File: src/rtl/mlp_layer_sequencer.sv
// Sequencer for one dense int8 MLP layer around a single shared MAC: per output neuron it
// clears the MAC, streams N_IN weight/activation pairs, drains the MAC pipe, then requantises.
module mlp_layer_sequencer #(
    parameter int N_IN  = 16,
    parameter int N_OUT = 8,
    parameter int ACC_W = 20,
    parameter int SHIFT = 7,
    localparam int WA_W = (N_IN * N_OUT > 1) ? $clog2(N_IN * N_OUT) : 1,
    localparam int XA_W = (N_IN > 1) ? $clog2(N_IN) : 1,
    localparam int BA_W = (N_OUT > 1) ? $clog2(N_OUT) : 1
) (
    input  logic                    i_clk,
    input  logic                    i_rst_n,
    input  logic                    i_start,
    input  logic                    i_relu_en,
    input  logic                    i_abort,
    output logic                    o_busy,
    output logic                    o_done,
    output logic                    o_w_rd,
    output logic [WA_W-1:0]         o_w_addr,
    input  logic signed [7:0]       i_w_data,
    output logic                    o_x_rd,
    output logic [XA_W-1:0]         o_x_addr,
    input  logic signed [7:0]       i_x_data,
    output logic                    o_b_rd,
    output logic [BA_W-1:0]         o_b_addr,
    input  logic signed [15:0]      i_b_data,
    output logic                    o_mac_clr,
    output logic                    o_mac_en,
    output logic signed [7:0]       o_mac_w,
    output logic signed [7:0]       o_mac_x,
    input  logic signed [ACC_W-1:0] i_mac_sum,
    output logic                    o_y_we,
    output logic [BA_W-1:0]         o_y_addr,
    output logic signed [7:0]       o_y_data,
    output logic [2:0]              o_dbg_state
);

    typedef enum logic [2:0] {
        S_IDLE  = 3'd0,
        S_CLEAR = 3'd1,
        S_ISSUE = 3'd2,
        S_DRAIN = 3'd3,
        S_WRITE = 3'd4
    } state_t;

    localparam logic signed [ACC_W:0] SAT_HI = 127;
    localparam logic signed [ACC_W:0] SAT_LO = -128;

    state_t              r_state, w_next;
    logic [XA_W-1:0]     r_i;
    logic [BA_W-1:0]     r_o;
    logic [WA_W-1:0]     r_wa;
    logic                r_drain;
    logic                r_relu;
    logic                r_b_vld;
    logic signed [15:0]  r_bias;
    logic                r_mac_en;
    logic                r_done;

    logic                w_clr, w_rd, w_b_rd, w_we, w_last;
    logic signed [ACC_W:0] w_sum, w_shf;
    logic signed [7:0]   w_y;

    // Handshake: reads return data the cycle after *_rd; y_we is a single-cycle write strobe.
    always_comb begin
        w_next = r_state;
        w_clr  = 1'b0;
        w_rd   = 1'b0;
        w_b_rd = 1'b0;
        w_we   = 1'b0;
        w_last = 1'b0;
        case (r_state)
            S_IDLE:  if (i_start) w_next = S_CLEAR;
            S_CLEAR: begin
                w_clr  = 1'b1;
                w_b_rd = 1'b1;
                w_next = S_ISSUE;
            end
            S_ISSUE: begin
                w_rd = 1'b1;
                if (r_i == XA_W'(N_IN - 1)) w_next = S_DRAIN;
            end
            S_DRAIN: if (r_drain) w_next = S_WRITE;
            S_WRITE: begin
                w_we = 1'b1;
                if (r_o == BA_W'(N_OUT - 1)) begin
                    w_next = S_IDLE;
                    w_last = 1'b1;
                end else begin
                    w_next = S_CLEAR;
                end
            end
            default: w_next = S_IDLE;
        endcase
        if (i_abort && r_state != S_IDLE) begin
            w_next = S_IDLE;
            w_clr  = 1'b1;
            w_rd   = 1'b0;
            w_b_rd = 1'b0;
            w_we   = 1'b0;
            w_last = 1'b0;
        end
    end

    always_ff @(posedge i_clk or negedge i_rst_n) begin
        if (!i_rst_n) begin
            r_state  <= S_IDLE;
            r_i      <= '0;
            r_o      <= '0;
            r_wa     <= '0;
            r_drain  <= 1'b0;
            r_relu   <= 1'b0;
            r_b_vld  <= 1'b0;
            r_bias   <= '0;
            r_mac_en <= 1'b0;
            r_done   <= 1'b0;
        end else begin
            r_state  <= w_next;
            r_mac_en <= w_rd;
            r_b_vld  <= w_b_rd;
            r_done   <= w_last;
            if (r_b_vld) r_bias <= i_b_data;
            if (r_state == S_IDLE && i_start) begin
                r_relu <= i_relu_en;
                r_o    <= '0;
                r_wa   <= '0;
            end
            if (r_state == S_CLEAR) begin
                r_i     <= '0;
                r_drain <= 1'b0;
            end
            if (w_rd) begin
                r_i  <= r_i + XA_W'(1);
                r_wa <= r_wa + WA_W'(1);
            end
            if (r_state == S_DRAIN) r_drain <= 1'b1;
            if (w_we && w_next == S_CLEAR) r_o <= r_o + BA_W'(1);
        end
    end

    // Bias is added at full accumulator precision before the floor shift.
    assign w_sum = $signed({i_mac_sum[ACC_W-1], i_mac_sum})
                 + $signed({{(ACC_W-15){r_bias[15]}}, r_bias});
    assign w_shf = w_sum >>> SHIFT;

    always_comb begin
        w_y = w_shf[7:0];
        if (r_relu && w_shf < 0)  w_y = 8'sd0;
        else if (w_shf > SAT_HI)  w_y = 8'sd127;
        else if (w_shf < SAT_LO)  w_y = -8'sd128;
    end

    assign o_busy      = (r_state != S_IDLE);
    assign o_done      = r_done;
    assign o_w_rd      = w_rd;
    assign o_w_addr    = w_rd ? r_wa : '0;
    assign o_x_rd      = w_rd;
    assign o_x_addr    = w_rd ? r_i : '0;
    assign o_b_rd      = w_b_rd;
    assign o_b_addr    = w_b_rd ? r_o : '0;
    assign o_mac_clr   = w_clr;
    assign o_mac_en    = r_mac_en;
    assign o_mac_w     = i_w_data;
    assign o_mac_x     = i_x_data;
    assign o_y_we      = w_we;
    assign o_y_addr    = w_we ? r_o : '0;
    assign o_y_data    = w_we ? w_y : '0;
    assign o_dbg_state = r_state;

endmodule

File: config.mk
export PLATFORM = sky130hd
export DESIGN_NAME = mlp_layer_sequencer
export DESIGN_NICKNAME = d
export VERILOG_FILES = /design/src/rtl/mlp_layer_sequencer.sv
export SDC_FILE = /design/constraint.sdc
export NUM_CORES = 1
export LEC_CHECK = 0
export CAP_MARGIN = 10
export CORE_ASPECT_RATIO = 0.7
export CORE_MARGIN = 8
export CORE_UTILIZATION = 41
export DETAILED_ROUTE_END_ITERATION = 10
export HOLD_SLACK_MARGIN = 0.02
export PLACE_DENSITY = 0.84
export SETUP_SLACK_MARGIN = 0.5
export SKIP_LAST_GASP = 1
export SLEW_MARGIN = 0
export SYNTH_ARGS = -nofsm -noshare
export SYNTH_HDL_FRONTEND = slang
export SYNTH_SLANG_ARGS = --single-unit
File: constraint.sdc
create_clock -name i_clk -period 3.08 [get_ports i_clk]
set_input_delay 0.462 -clock i_clk [delete_from_list [all_inputs] [get_ports i_clk]]
set_output_delay 0.462 -clock i_clk [all_outputs]
set_load 0.02 [all_outputs]
==> key figures <==
Clock tree
  • Clock-pin transition on the worst setup and hold timing paths: 80 ps
  • Clock Path Buffers: 2
  • CTS tree: built
  • Root Buffer: clkbuf_8
  • TritonCTS Buffers: 5
  • Clock Sinks: 38
  • H-tree levels: 2
  • Worst-Skew Late Latency: 290 ps

Synth
  • Mean area per synthesized cell: 9.42 um^2
  • Seq cells post-synth: 38
  • Mapped cell area: 0.00294 mm^2
  • Yosys cell types: 57
  • Cells after Synth: 312
  • Yosys warning total: 0
  • Synth Net Count: 392
  • Async SR Flop Fraction: 1.00
  • EDFF count, synth: 0
  • Register area share after synthesis: 0.324
  • Top FF cell, synth: dfrtp_1

Finish
  • Filler instances: 509
  • Final #Nets: 510
  • Synthesis-to-layout area growth: 57.5%
  • Commonest non-fill, non-tap cell in the layout: buf_4
  • Layout cells sized above 1: 0.399
  • Commonest cells after routing, fill and taps aside: buf_4 (57), dfrtp_1 (37), clkdlybuf4s50_1 (32)
  • Number of diodes: 0

Floorplan
  • Row count: 25
  • Core footprint: 0.00685 mm^2
  • I/O pin total: 109
  • Starting Density: 0.429
  • Chip Height: 86.8 um
  • Die width: 117 um
  • DIE AREA: 0.0102 mm^2

Global route
  • Initial antenna violation count: 0
  • Total congestion overflow: 0
  • All-Layer GR Usage: 0.193
  • Number of global-route vias before repair: 2993
  • Largest net degree at the start of global routing: 39
  • First-pass GRT wire length: 15500 um

Drt
  • Drt pass-1 iters: 4
  • DR vias/cell: 5.40
  • Total vias in the final route: 2834
  • DR WL/cell: 18.3 um
  • Drt drc: 0
  • DR iter-0 viols: 133
  • Antenna viol nets, final: 0
  • DRT Wirelength: 9620 um

STA
  • Final period util: 1.15
  • RSZ-0062 raised after global routing: yes
  • Final hold violation count: 0
  • Slew @ Worst Pin: 849 ps
  • Clk_skew: 5.22 ps
  • Final setup fails: 8
  • Pins Over Slew Limit: 0
  • Tmin final: 3540 ps
  • Fin worst setup slack: -455 ps
  • Hold WS: 272 ps
  • Fmax: 0.283 GHz
  • Relative slew slack: 0.434
  • Setup tns final: -3210 ps

Min path
  • Min-Delay Path Class: in -> async

Pwr
  • Cell Pwr Density: 904 mW/mm^2
  • Pleak: 2.03 nW
  • Total power: 4.18 mW
  • VDD IR-drop max: 0.456 mV

Setup path
  • R2R Path End: r_o[2]$_DFFE_PN0P_
  • Worst Path Max Fanout: 6
  • Worst r2r src: r_o[0]$_DFFE_PN0P_
  • Worst endpoint required time: 2620 ps
  • R2r worst-path depth: 8
  • Critical path class: in -> out
  • Worst Setup End Kind: output port
  • Crit path arrival time: 3070 ps
  • CP startpoint kind: primary input
  • Reg2reg setup slack: 1140 ps

Placement
  • Place WS: -1200 ps
  • Post-DP HPWL: 6900 um
  • Port bufs: 76
  • Placer Congestion: 1.02

Outcome
  • Failing checks: setup timing
  • Status: finished with violations

Flow run
  • Maximum capacitance violations: 0
## stage by stage
stage,instances,cell area [um^2],util
final,525,4630,0.675
after global routing,525,4630,0.675
after CTS,521,4600,0.671
after detailed placement,499,4140,0.605
after global placement,499,4140,0.605
after floorplan,312,3100,-
## area by class of cell
cell class	instances	area, um^2	area share
clock buffers	6	82.6	0.0179
multi-input cells	235	2170	0.469
inverters	10	40.0	0.00866
clock inverters	2	60.1	0.0130
well taps	94	118	0.0254
repair buffers	140	1200	0.260
flip-flops and latches	38	952	0.206
## state kept, by name (all words and copies together), names as in the netlist, 3 cells and up
signal / cells
o_dbg_state: 3
r_bias: 16
r_i: 4
r_o: 3
r_wa: 7
## critical path: stages
cell	delay (ps)
clkdlybuf4s50_1	540
ha_4	240
a21oi_2	140
o21ai_1	100
a31oi_2	290
o31ai_4	140
xnor2_2	250
nand4_1	200
o311ai_4	320
buf_6	190
o21ai_2	60
buf_6	130
## kinds of logic (layout without fill, tap and decap cells)
| group | Yosys count | after routing | synth area share |
|---|---|---|---|
| XOR/XNOR | 12 | 12 | 0.0447 |
| multiplexers | 20 | 20 | 0.0758 |
| AND/OR/NAND/NOR | 95 | 95 | 0.170 |
| buffers and inverters | 39 | 158 | 0.0762 |
| AO/OA/AOI/OAI | 85 | 85 | 0.212 |
| adder cells (fa/ha/maj) | 23 | 23 | 0.0980 |
| flip-flops | 38 | 38 | 0.324 |
## how the worst max path moves through the flow
stage                     startpoint           to  slack, ps  depth (start not counted)
5_1_grt        r_bias[5]$_DFFE_PN0P_  o_y_data[3]       -530                         11
3_5_place_dp            i_mac_sum[7]  o_y_data[0]      -1200                         11
2_1_floorplan           i_mac_sum[5]  o_y_data[0]        -30                          9
3_3_place_gp            i_mac_sum[7]  o_y_data[0]      -1120                         11
6_report                i_mac_sum[8]  o_y_data[1]       -460                         12
4_1_cts        r_bias[7]$_DFFE_PN0P_  o_y_data[5]       -360                         11
## repair_timing
action | in CTS | in global routing
gates resized for setup | 128 | 31
endpoints found under the setup margin | 30 | 21
buffers inserted | 14 | 4
hold buffers | 0 | 0
endpoints found under the hold margin | 0 | 0
pin swaps | 39 | 6
## report_power, final
part / internal, mW / switching [mW] / total (mW)
registers: 0.638 / 0.172 / 0.809
logic: 1.49 / 1.35 / 2.84
clock network: 0.346 / 0.186 / 0.532
total: 2.48 / 1.71 / 4.18
## cells in the mapped netlist, drive strengths merged (3+ instances only)
library cell	count	area, um^2
xor2	4	42.6
ha	23	288
a21oi	13	65.1
xnor2	8	88.8
clkbuf	6	23.8
a21o	4	30.0
nand2	26	97.6
inv	10	37.5
a41oi	3	45.1
o21ai	35	179
or3	4	25.0
nand3	11	55.1
mux2	18	203
and3	5	31.3
buf	23	163
nand4	3	18.8
a31oi	4	40.0
nor3	3	20.0
nor2	15	56.3
o31ai	4	35.0
nor2b	3	18.8
a22o	3	26.3
and2	19	119
dfrtp	38	951
## routing by layer
layer,GRT usage,routed length [um]
met1,0.249,4260
met4,0.0556,164
met3,0.0326,500
met5,0,0
met2,0.320,4690
Power figures use the tool's default switching activity.
